[src/rtl/imem_prefetch_buffer.sv]
// Instruction prefetch buffer. It runs ahead of the core, fetching
// sequential words into a small FIFO of {word address, data} entries.
// A core fetch can be served three ways:
//   - hit:    the FIFO head matches the requested word.
//   - bypass: the FIFO is empty and the in-flight memory response is for that word.
//   - miss:   anything else. The FIFO is flushed and prefetch restarts at the
//             requested address.
// Memory handshake: mem_req/mem_addr are registered and held stable until
// mem_ready. A request completes in any cycle where mem_req=1 and mem_ready=1.
// Only one request is outstanding at a time.
module imem_prefetch_buffer #(
   parameter int          DEPTH    = 4,
   parameter logic [31:0] RESET_PC = 32'h0000_0000
) (
   input  logic                       clk,
   input  logic                       rst,
   input  logic                       imem_req,
   input  logic [31:0]                imem_addr,
   output logic [31:0]                imem_data,
   output logic                       imem_ready,
   output logic                       mem_req,
   output logic [31:0]                mem_addr,
   input  logic [31:0]                mem_rdata,
   input  logic                       mem_ready,
   output logic [$clog2(DEPTH):0]     buf_count
);

   localparam int AW = $clog2(DEPTH);
   localparam int CW = AW + 1;
   localparam logic [CW-1:0] DEPTH_C = CW'(DEPTH);

   // IDLE: no request. REQ: requesting fetch_ptr.
   // DRAIN: waiting out a stale request whose response is thrown away.
   typedef enum logic [1:0] {
      ST_IDLE  = 2'd0,
      ST_REQ   = 2'd1,
      ST_DRAIN = 2'd2
   } state_t;

   state_t          state_q, state_d;
   logic [CW-1:0]   count_q, count_d;
   logic [AW-1:0]   rd_ptr_q, rd_ptr_d;
   logic [AW-1:0]   wr_ptr_q, wr_ptr_d;
   logic [31:0]     fetch_ptr_q, fetch_ptr_d;
   logic            mem_req_q, mem_req_d;
   logic [31:0]     mem_addr_q, mem_addr_d;

   logic [29:0]     entry_addr_q [DEPTH];
   logic [31:0]     entry_data_q [DEPTH];

   logic [29:0]     head_addr;
   logic [31:0]     head_data;
   logic            hit;
   logic            bypass;
   logic            miss;
   logic            pop;
   logic            push;
   logic            complete;
   logic [CW-1:0]   count_after_pop;

   assign head_addr = entry_addr_q[rd_ptr_q];
   assign head_data = entry_data_q[rd_ptr_q];

   // Core-side decode: classify the fetch and drive the response combinationally.
   always_comb begin
      hit        = 1'b0;
      bypass     = 1'b0;
      miss       = 1'b0;
      imem_ready = 1'b0;
      imem_data  = 32'h0;
      if (imem_req) begin
         hit    = (count_q != '0) && (head_addr == imem_addr[31:2]);
         bypass = (count_q == '0) && (state_q == ST_REQ) && mem_ready &&
                  (mem_addr_q[31:2] == imem_addr[31:2]);
         miss   = !hit && !bypass;
      end
      if (hit) begin
         imem_ready = 1'b1;
         imem_data  = head_data;
      end else if (bypass) begin
         imem_ready = 1'b1;
         imem_data  = mem_rdata;
      end
   end

   // Next-state logic for the FIFO pointers, fetch pointer and request FSM.
   always_comb begin
      pop             = hit;
      count_after_pop = count_q - CW'(pop);
      complete        = (state_q == ST_REQ) && mem_ready;
      // Bypassed or redirected responses never enter the FIFO.
      push            = complete && !bypass && !miss && (count_after_pop < DEPTH_C);

      count_d     = count_after_pop + CW'(push);
      rd_ptr_d    = rd_ptr_q + AW'(pop);
      wr_ptr_d    = wr_ptr_q + AW'(push);
      fetch_ptr_d = fetch_ptr_q;
      state_d     = state_q;

      // Any completed REQ advances the fetch pointer, even when bypassed.
      // The 32-bit add wraps 0xFFFF_FFFC to 0.
      if (complete) begin
         fetch_ptr_d = fetch_ptr_q + 32'd4;
      end

      // A miss overrides everything: empty the FIFO and redirect.
      if (miss) begin
         count_d     = '0;
         rd_ptr_d    = wr_ptr_q;
         wr_ptr_d    = wr_ptr_q;
         fetch_ptr_d = imem_addr & 32'hFFFF_FFFC;
      end

      case (state_q)
         ST_IDLE: begin
            if (count_d < DEPTH_C) begin
               state_d = ST_REQ;
            end
         end
         ST_REQ: begin
            if (miss && !mem_ready) begin
               state_d = ST_DRAIN;
            end else if (mem_ready) begin
               state_d = (count_d < DEPTH_C) ? ST_REQ : ST_IDLE;
            end
         end
         ST_DRAIN: begin
            if (mem_ready) begin
               state_d = ST_REQ;
            end
         end
         default: state_d = ST_IDLE;
      endcase

      // In DRAIN, keep presenting the stale address until memory answers it.
      mem_req_d  = (state_d != ST_IDLE);
      mem_addr_d = (state_d == ST_DRAIN) ? mem_addr_q : fetch_ptr_d;
   end

   // Control and pointer registers. Reset abandons any in-flight request.
   always_ff @(posedge clk or posedge rst) begin
      if (rst) begin
         state_q     <= ST_IDLE;
         count_q     <= '0;
         rd_ptr_q    <= '0;
         wr_ptr_q    <= '0;
         fetch_ptr_q <= RESET_PC;
         mem_req_q   <= 1'b0;
         mem_addr_q  <= RESET_PC;
      end else begin
         state_q     <= state_d;
         count_q     <= count_d;
         rd_ptr_q    <= rd_ptr_d;
         wr_ptr_q    <= wr_ptr_d;
         fetch_ptr_q <= fetch_ptr_d;
         mem_req_q   <= mem_req_d;
         mem_addr_q  <= mem_addr_d;
      end
   end

   // FIFO storage. Contents beyond count_q are don't-care, so no reset is needed.
   always_ff @(posedge clk) begin
      if (push) begin
         entry_addr_q[wr_ptr_q] <= fetch_ptr_q[31:2];
         entry_data_q[wr_ptr_q] <= mem_rdata;
      end
   end

   assign mem_req   = mem_req_q;
   assign mem_addr  = mem_addr_q;
   assign buf_count = count_q;

endmodule

[config.mk]
export PLATFORM = sky130hd
export DESIGN_NAME = imem_prefetch_buffer
export DESIGN_NICKNAME = d
export VERILOG_FILES = /design/src/rtl/imem_prefetch_buffer.sv
export SDC_FILE = /design/constraint.sdc
export NUM_CORES = 1
export LEC_CHECK = 0
export ABC_AREA = 0
export BUFFER_PORTS_ARGS = -buffer_cell sky130_fd_sc_hd__buf_2
export CAP_MARGIN = 40
export CELL_PAD_IN_SITES_DETAIL_PLACEMENT = 2
export CELL_PAD_IN_SITES_GLOBAL_PLACEMENT = 2
export CORE_AREA = 2 2 224 160
export CTS_CLUSTER_DIAMETER = 30
export DETAILED_ROUTE_END_ITERATION = 7
export DIE_AREA = 0 0 226 162
export PLACE_DENSITY = 0.78
export SYNTH_ARGS = -nofsm -noshare
export SYNTH_HDL_FRONTEND = slang
export SYNTH_SLANG_ARGS = --single-unit
[constraint.sdc]
create_clock -name clk -period 12 [get_ports clk]
set_input_delay 1.2 -clock clk [delete_from_list [all_inputs] [get_ports clk]]
set_output_delay 1.2 -clock clk [all_outputs]
set_load 0.1 [all_outputs]
* Word-level counts from Yosys, hierarchy flattened *
Memory sizes are Yosys's and may differ from the RTL's.
Cells that the tools add are included.

storage, ports and cells
  word-level logic and storage cells = 59
  flip-flop bits (word level) = 74
  memory bits (writable) = 248
  memories = 2

memories
  name          depth  bits a word  read ports  clocked after memory_dff  write ports  RTL line  text
  entry_data_q  4      32           1           0                         1            49        logic [31:0] entry_data_q [DEPTH];
  entry_addr_q  4      30           1           0                         1            48        logic [29:0] entry_addr_q [DEPTH];

cells by class
  reduce and logical (&&, ||, !) cells = 19
  $lt $le $gt $ge = 2
  multiplexer cells = 19
  $add $sub $neg = 5
  equality and inequality tests = 5

operator list
  cell                   number
  $mux 32                4
  $eq 30x30->1           2
  $add 32x3->32 const B  1
  $logic_and 1x1->1      10
  $mux 2                 5
  $mux 1                 8
  $lt 3x3->1 const B     2
  $pmux 2 s3             1
  $logic_not 1->1        5
  $add 2x1->2            2
  $eq 2x2->1 const B     2
  $add 3x1->3            1
  $logic_not 3->1        1
  $mux 3                 1
  $reduce_bool 3->1      1
  $sub 3x1->3            1
  $eq 2x1->1 const B     1
  $logic_not 2->1        1
  $reduce_bool 2->1      1

* Logic depth before layout (Yosys ltp) *
Gate-level depths: netlist of the first run.

  depth in word-level cells = 18
  mapped depth = 24
  depth with buffers taken out = 19

* Worst setup path after synthesis of the first run *
No wires, ideal clock.

  path kind = in2reg
  start point = input port imem_addr[19]
  end point = memory entry_addr_q[1][0] (enable)
  path buffers = 1
  slack = 2.936 ns
  arrival = 8.493 ns
  data required time = 11.429 ns
  library setup time = 0.571 ns
  cell stages on the path = 14
  path through = a22o_1 or3_1 a221o_1 or4_4 nor2_4 buf_1 nand2_1 inv_1 ha_1 ha_1 xor2_1 nor3_1 nand2_1 nor3b_1

between the ends
  word-level cells in the longest chain between the ends = 10
  elaborated cells between the ends (all ways) = 19

RTL lines
  element                                              RTL line  text
  from (decl)                                          18        input logic [31:0] imem_addr,
  branches (longest 7 deep; another with $sub 3x1->3)  --
  $logic_and 1x1->1 (*)                                92        push = complete && !bypass && !miss && (count_after_pop < DEPTH_C);
  $mux 1 (*)                                           163       if (push) begin
  $mux 1 (not written as such) (*)                     164       entry_addr_q[wr_ptr_q] <= fetch_ptr_q[31:2];
  to (decl)                                            48

Mark *: on every way between the ends.

* Worst setup path in the final report of the first run *
  start point = register rd_ptr_q[0]
  end point = memory entry_addr_q[3][14] (enable)

between the ends
  word-level cells in the longest chain between the ends = 11
  elaborated cells between the ends (all ways) = 14

RTL lines
  element                                              RTL line  text
  from (decl)                                          42        logic [AW-1:0] rd_ptr_q, rd_ptr_d;
  from (signal assigned)                               153       rd_ptr_q <= rd_ptr_d;
  $mem_v2 4x30 (*)                                     --
  $eq 30x30->1 (*)                                     72        hit = (count_q != '0) && (head_addr == imem_addr[31:2]);
  $logic_and 1x1->1 (*)                                72
  branches (longest 5 deep; another with $sub 3x1->3)  --
  $logic_and 1x1->1 (*)                                92
  $mux 1 (*)                                           163
  $mux 1 (not written as such) (*)                     164

Marked as above.

==> results by group, run 1 <==
Yosys
  • Synth unique cells: 47
  • Count of synthesis-stage warnings from yosys: 0
  • Leading register cell type out of synthesis: edfxtp_1
  • Post-synthesis sequential element count: between 300 and 400
  • EDFF count, synth: ~250
  • Synth Cell Area: between 10000 and 15000 um2
  • Per-instance average area after synthesis: 17.6 um2
  • Nets in the synthesized netlist: 850
  • Cells after synthesis: 775
  • Sequential cell area fraction in the yosys report: around 68%
  • Share of flip-flops with an asynchronous set or reset: a little under a quarter

Power and ir drop
  • Leakage: ~0.0062 uW
  • Clock power share: a little over two fifths
  • Worst vdd ir: 127 uV
  • Comb pwr share: about a fifth
  • Power per cell area: about 230 nW/um2
  • Internal power: between 2000 and 3000 uW
  • Power Total: about 3800 uW
  • Sw Pwr: around 1200 uW
  • Sequential share of power: a little under two fifths
  • Share of total power consumed by net switching: between 30 and 40%

Cells and area
  • Final layout net count: 1026
  • Utilization after layout: 49.3%
  • Share of layout cells above drive strength 1: about a third
  • Fill cell total of the finished layout: between 3000 and 4000
  • N_diodes: 0
  • Finished Layout Cells: approximately 1500
  • Synth-to-layout area growth: 24.0%

STA
  • Final period demand of the worst path: between 6000 and 7000 ps
  • Post-Route Setup TNS: 0 ps
  • Final max-slew violation count: 0
  • Setup-violating endpoint count in the final report: 0
  • Max-Slew Margin vs Limit: between 40 and 50%
  • Maximum clock frequency: ~160 MHz
  • Period Utilization, post-route: 51.8%
  • Final number of hold-violating endpoints: 0
  • Setup clock skew after layout: ~35 ps
  • Slew of the pin with the lowest slew margin: 822 ps
  • Worst hold slack after final layout: between 400 and 500 ps
  • RSZ-0062 raised after global routing: false

Floorplan
  • Num ports: 137
  • Die Height: roughly 160 um
  • Initial core utilization: between 30% and 40%
  • Die area: 36600 um2
  • Standard-cell rows: between 50 and 60
  • Horizontal extent of the die: around 230 um
  • Core Area: 34300 um2

Hold path
  • Instance count along the most critical hold path: 1
  • Hold wc startpoint: fetch_ptr_q[0]
  • Endpoint of the worst hold path: fetch_ptr_q[0]
  • Class of the tightest hold or removal check: flop to flop

Clock tree
  • Clk Latency, worst-skew pair: approximately 600 ps
  • Cts-stage hold buffer count: 0
  • TritonCTS clock tree: done
  • Register clock-pin slew on the reported worst setup and hold paths: 50 ps
  • Count of buffers added by post-CTS timing repair for setup: 0
  • H-Tree Level Count: 2
  • Number of buffers created by CTS: 57
  • Cells resized by post-CTS repair: 0
  • Clock Path Buffers: 3
  • Root cell of the clock tree: clkbuf_16
  • Sink count of the clock tree: between 300 and 400

Setup path
  • Worst R2R Path Depth: 17
  • Setup crit start kind: flop
  • Register-to-register setup slack: 5780 ps
  • Endpoint type of the worst setup path: flop
  • Maximum fanout encountered on the critical timing path: 36
  • Crit Reg-Reg Startpoint: rd_ptr_q[0]
  • Critical path type: flop to flop
  • Data arrival time at the worst-slack endpoint: between 6000 and 7000 ps
  • Required @ worst endpoint: 12200 ps
  • R2R Path End: entry_addr_q[3][14]

Detailed routing
  • Avg Vias per Cell: roughly 5.4
  • Routed wire per std cell: between 20 and 30 um
  • Highest signal layer in the routed design: met5
  • Vias post-DR: about 8000
  • Post-route met1 wirelength: 17800 um
  • Amount of wire on met2 after detailed routing: 18000 um
  • Number of design rule violations left after detail routing: 0
  • Routed length on met3: roughly 2500 um
  • Initial drt markers: 525
  • First-pass DRT Iterations: 5
  • Remaining antenna violation count: 0
  • Final Routed Wirelength: between 30000 and 40000 um

Global routing
  • Vias in the first global route: 8935
  • Maximum number of pins on one net before global-route repair: approximately 60
  • Initial antenna violation count: 3
  • Total congestion overflow after global routing: 0
  • GRT Resource Usage Total: roughly 22%
  • Wire length of the first global-routing pass: around 59000 um

Job
  • Max-capacitance violation count: 0

Place
  • Hpwl dp: ~25000 um
  • Cell Count Post-Placement: 1364
  • PortBufs: approximately 130
  • Final weighted congestion in routability-driven placement: roughly 0.8

Outcome
  • Status: finished, final reports clean
## cell families after synthesis
kind of cell,after synthesis,synth area share [%]
DFF,322,68.2
adders and majority gates,7,0.642
muxes,140,15.4
AOI/OAI and AO/OA,63,4.15
xor gates and xnor gates,86,5.52
and+or+nand+nor,104,4.10
buffers and inverters,53,1.95
## synthesized netlist by cell type (all sizes together) (6+ instances only)
| master | n | area share (%) |
|---|---|---|
| and2 | 7 | 0.32 |
| nor3 | 9 | 0.33 |
| a32o | 32 | 2.3 |
| dfrtp | 74 | 14 |
| nand4 | 17 | 0.78 |
| nand3 | 6 | 0.22 |
| nand2 | 25 | 0.69 |
| mux2 | 63 | 5.2 |
| ha | 7 | 0.64 |
| edfxtp | 248 | 55 |
| nor2 | 17 | 0.52 |
| buf | 20 | 1.0 |
| mux4 | 50 | 8.3 |
| mux2i | 27 | 2.0 |
| clkbuf | 14 | 0.39 |
| xnor2 | 61 | 3.9 |
| xor2 | 25 | 1.6 |
| inv | 19 | 0.52 |
## placed cells by master (no fill, tap or decap), types with 4 or more instances in the layout
| cell | netlist | routed |
|---|---|---|
| a21oi_1 | 5 | 5 |
| nor2_1 | 16 | 15 |
| dfrtp_1 | 74 | 72 |
| inv_1 | 19 | 18 |
| nand2_1 | 25 | 25 |
| nand3_1 | 6 | 6 |
| mux4_2 | 50 | 50 |
| a32o_1 | 32 | 32 |
| clkinv_1 | 0 | 8 |
| clkinv_2 | 0 | 7 |
| xnor2_1 | 61 | 61 |
| buf_4 | 4 | 12 |
| inv_6 | 0 | 4 |
| and4_1 | 5 | 5 |
| clkbuf_16 | 0 | 57 |
| bufinv_16 | 0 | 8 |
| clkinvlp_4 | 0 | 6 |
| mux2_1 | 24 | 24 |
| mux2i_1 | 27 | 27 |
| clkbuf_1 | 14 | 7 |
| and2_1 | 7 | 7 |
| mux2_2 | 39 | 39 |
| xor2_1 | 25 | 25 |
| edfxtp_1 | 248 | 248 |
| nor3_1 | 9 | 8 |
| nand4_1 | 17 | 17 |
| ha_1 | 7 | 7 |
| buf_2 | 6 | 134 |
| nor4_1 | 4 | 4 |
| clkinv_4 | 0 | 4 |
## worst max-delay path: stages (launching register included)
cell	delay (ps)
dfrtp_4	640
buf_4	300
buf_16	320
mux4_2	560
xnor2_1	280
o2111ai_1	230
or4_4	590
nor2_4	260
nand2_1	110
inv_1	150
ha_1	170
ha_1	160
xor2_1	100
nor3_1	200
nand2_1	180
inv_1	140
and3_2	710
buf_4	670
## metal layers
layer | track usage (%) | up-vias
met4 | 5.63 | 2
met1 | 32.2 | 4238
li1 | - | 3453
met2 | 33.7 | 236
met5 | 0 | -
met3 | 4.90 | 62
## power groups by stage
stage               Sequential, uW  Clock [uW]  Combinational (uW)
floorplan                     1550           0                 438
global placement              1430           0                 737
finish                        1420        1640                 775
detailed placement            1440           0                 772
CTS                           1430        1670                 784
global route                  1440        1720                 824
## registers in the layout (all words and copies together) (netlist names)
signal        cells
state_q           2
buf_count         3
fetch_ptr_q      32
wr_ptr_q          2
mem_addr         32
rd_ptr_q          2
entry_data_q    128
entry_addr_q    120
mem_req           1
## how the worst max path moves through the flow
| stage | to | slack (ps) | cells past startpoint | startpoint |
|---|---|---|---|---|
| 2_1_floorplan | entry_addr_q[1][0] | 2940 | 14 | imem_addr[19] |
| 3_3_place_gp | entry_addr_q[3][29] | 4930 | 16 | rd_ptr_q[0] |
| 6_report | entry_addr_q[3][14] | 5780 | 17 | rd_ptr_q[0] |
| 5_1_grt | entry_addr_q[3][14] | 5220 | 18 | rd_ptr_q[0] |
| 4_1_cts | entry_addr_q[3][14] | 5690 | 18 | rd_ptr_q[0] |
| 3_5_place_dp | entry_addr_q[3][29] | 5740 | 18 | rd_ptr_q[0] |
## layout make-up
cell class / count / area (um2) / area share (%)
clock buffer: 66 / 1480 / 8.75
clock inverter: 40 / 493 / 2.92
sequential: 322 / 9310 / 55.0
tap: 472 / 591 / 3.49
multi-input combinational: 400 / 4090 / 24.2
timing repair buffer: 151 / 876 / 5.18
inverter: 19 / 72.6 / 0.429
## through the flow
stage / instance area, um2 / setup WS (ps)
6_report: 16900 / 5780
4_1_cts: 16900 / 5690
3_3_place_gp: 14800 / 4930
5_1_grt: 16900 / 5220
3_5_place_dp: 14900 / 5740
2_1_floorplan: 13600 / 2940
Power figures use the tool's default switching activity.
==> run 2: changes to the inputs <==
--- a/config.mk
+++ b/config.mk
@@ -14,7 +14,7 @@
 export CTS_CLUSTER_DIAMETER = 30
 export DETAILED_ROUTE_END_ITERATION = 7
 export DIE_AREA = 0 0 226 162
-export PLACE_DENSITY = 0.78
+export PLACE_DENSITY = 0.8
 export SYNTH_ARGS = -nofsm -noshare
 export SYNTH_HDL_FRONTEND = slang
 export SYNTH_SLANG_ARGS = --single-unit
==> constraint.sdc (replaced) <==
create_clock -name clk -period 5.6 [get_ports clk]
set_input_delay 0.56 -clock clk [delete_from_list [all_inputs] [get_ports clk]]
set_output_delay 0.56 -clock clk [all_outputs]
set_load 0.1 [all_outputs]
==> run 2 against run 1 <==
- critical path depth is 1 higher
- power is 120% higher
- die area stayed put
- largest cell class unchanged
==> results by group, run 2 (same netlist as run 1, synthesis figures left out) <==
Floorplan
  • Initial core utilization: 39.8% (unchanged)
  • Horizontal extent of the die: 226 um (unchanged)
  • Core Area: 34300 um2 (unchanged)
  • Standard-cell rows: 57 (unchanged)
  • Die Height: 162 um (unchanged)
  • Num ports: 137 (unchanged)
  • Die area: 36600 um2 (unchanged)

STA
  • RSZ-0062 raised after global routing: false (unchanged)
  • Setup-violating endpoint count in the final report: 0 (unchanged)
  • Final period demand of the worst path: 5270 ps (was 6220 ps)
  • Max-Slew Margin vs Limit: 46.0% (was 45.2%)
  • Period Utilization, post-route: 94.0% (was 51.8%)
  • Setup clock skew after layout: 22.0 ps (was 34.9 ps)
  • Maximum clock frequency: 190 MHz (was 161 MHz)
  • Worst hold slack after final layout: 237 ps (was 480 ps)
  • Post-Route Setup TNS: 0 ps (unchanged)
  • Final number of hold-violating endpoints: 0 (unchanged)
  • Slew of the pin with the lowest slew margin: 810 ps (was 822 ps)
  • Final max-slew violation count: 0 (unchanged)

Cells and area
  • Most common library cell in the layout ignoring fill and taps: edfxtp_1 (unchanged)
  • Fill cell total of the finished layout: 3122 (was 3123)
  • Synth-to-layout area growth: 24.8% (was 24.0%)
  • Utilization after layout: 49.6% (was 49.3%)
  • Area used by multi-input combinational logic: 4110 um2 (was 4090 um2)
  • Most used cells in the layout excluding fill and tap cells: 248 x edfxtp_1, 134 x buf_2, 72 x dfrtp_1 (unchanged)
  • Share of layout cells above drive strength 1: 35.3% (was 34.4%)
  • N_diodes: 0 (unchanged)
  • Area occupied by registers: 9310 um2 (unchanged)
  • Register ranked first by flip-flop count: entry_data_q (unchanged)
  • Max reg flops: 128 (unchanged)
  • Regs by FF count: entry_data_q: 128 flops, entry_addr_q: 120 flops (unchanged)
  • Final layout net count: 1034 (was 1026)

Clock tree
  • H-Tree Level Count: 2 (unchanged)
  • Clock Path Buffers: 3 (unchanged)
  • Root cell of the clock tree: clkbuf_16 (unchanged)
  • Number of buffers created by CTS: 58 (was 57)
  • Cells resized by post-CTS repair: 0 (unchanged)
  • Sink count of the clock tree: 322 (unchanged)
  • TritonCTS clock tree: done (unchanged)
  • Register clock-pin slew on the reported worst setup and hold paths: 50 ps (about the same)
  • Clk Latency, worst-skew pair: 580 ps (was 600 ps)

Detailed routing
  • Avg Vias per Cell: 5.53 (was 5.44)
  • First-pass DRT Iterations: 5 (unchanged)
  • Remaining antenna violation count: 0 (unchanged)
  • Routed wire per std cell: 27.4 um (was 26.6 um)
  • Initial drt markers: 659 (was 525)
  • Final Routed Wirelength: 40600 um (was 39100 um)
  • Vias post-DR: 8194 (was 7991)
  • Number of design rule violations left after detail routing: 0 (unchanged)

Global routing
  • Wire length of the first global-routing pass: 61200 um (was 59200 um)
  • Maximum number of pins on one net before global-route repair: 56 (was 59)
  • Total congestion overflow after global routing: 0 (unchanged)
  • Vias in the first global route: 9128 (was 8935)
  • Initial antenna violation count: 2 (was 3)
  • GRT Resource Usage Total: 22.8% (was 22.1%)

Outcome
  • Status: finished, final reports clean (unchanged)

Setup path
  • Data arrival time at the worst-slack endpoint: 5710 ps (was 6420 ps)
  • Setup crit start kind: flop (unchanged)
  • Endpoint type of the worst setup path: flop (unchanged)
  • Critical path type: flop to flop (unchanged)
  • Required @ worst endpoint: 6040 ps (was 12200 ps)
  • Maximum fanout encountered on the critical timing path: 30 (was 36)

Power and ir drop
  • Power per cell area: 494 nW/um2 (was 227 nW/um2)
  • Worst vdd ir: 239 uV (was 127 uV)
  • Leakage: 0.00630 uW (was 0.00623 uW)

Hold path
  • Class of the tightest hold or removal check: input port to flop (was flop to flop)

Place
  • PortBufs: 134 (unchanged)
  • Final weighted congestion in routability-driven placement: 0.821 (was 0.801)
  • Hpwl dp: 26500 um (was 25300 um)

Job
  • Max-capacitance violation count: 0 (unchanged)
run 2: layer usage:
| metal | vias up | global-route usage (%) | routed length, um |
|---|---|---|---|
| met5 | - | 0 | 0 |
| met4 | 0 | 5.78 | 899 |
| met3 | 75 | 4.18 | 2600 |
| met2 | 280 | 36.0 | 19100 |
| met1 | 4373 | 32.7 | 18100 |
| li1 | 3466 | - | - |
run 2: path summary, 6_finish.rpt:
path	from	endpoint	slack, ps	cells past startpoint
worst max-delay path	rd_ptr_q[0]	state_q[0]	330	18
worst min-delay path	mem_rdata[23]	entry_data_q[2][23]	240	1
worst max register to register	rd_ptr_q[0]	state_q[0]	330	18
worst min register to register	mem_addr[1]	mem_addr[1]	490	1
max in group asynchronous	rst	rd_ptr_q[1]	3890	4
min in group asynchronous	rst	mem_addr[6]	500	3
run 2: final cells by class:
class | count | share of cell area [%]
clock buffer | 73 | 9.41
clock inverter | 37 | 2.65
inverter | 19 | 0.426
multi-input combinational | 400 | 24.2
sequential | 322 | 54.7
tap | 472 | 3.47
timing repair buffer | 158 | 5.21
run 2: timing repair:
item                                    CTS  global route
setup buffers                             0             1
endpoints found under the setup margin    0             1
hold buffers                              1             0
hold endpoints to repair                 19             0
run 2: report_power, final:
part	total [uW]	switching, uW	leakage [uW]	internal, uW
Clock	3660	1250	0.000991	2400
Sequential	3090	263	0.00312	2830
Combinational	1660	1020	0.00219	634
run 2: per-stage QoR:
step	worst slack (ps)	std cells	instance area, um2	power, uW
global placement	670	1369	14900	4670
global route	0.747	1481	17000	8680
floorplan	16.3	775	13700	4250
detailed placement	467	1369	14900	4750
CTS	356	1480	17000	8460
finish	333	1481	17000	8400
run 2: critical path, stage by stage (launching register included):
cell,delay [ps]
dfrtp_4,830
mux4_2,600
xnor2_1,430
o2111ai_1,180
or4_4,570
nor2_4,140
nand2_1,90
inv_1,150
ha_1,160
ha_1,160
xor2_1,270
nor3_1,90
nand2_1,130
inv_1,100
ha_1,200
ha_1,200
xor2_1,280
a221oi_1,120
or3_1,400
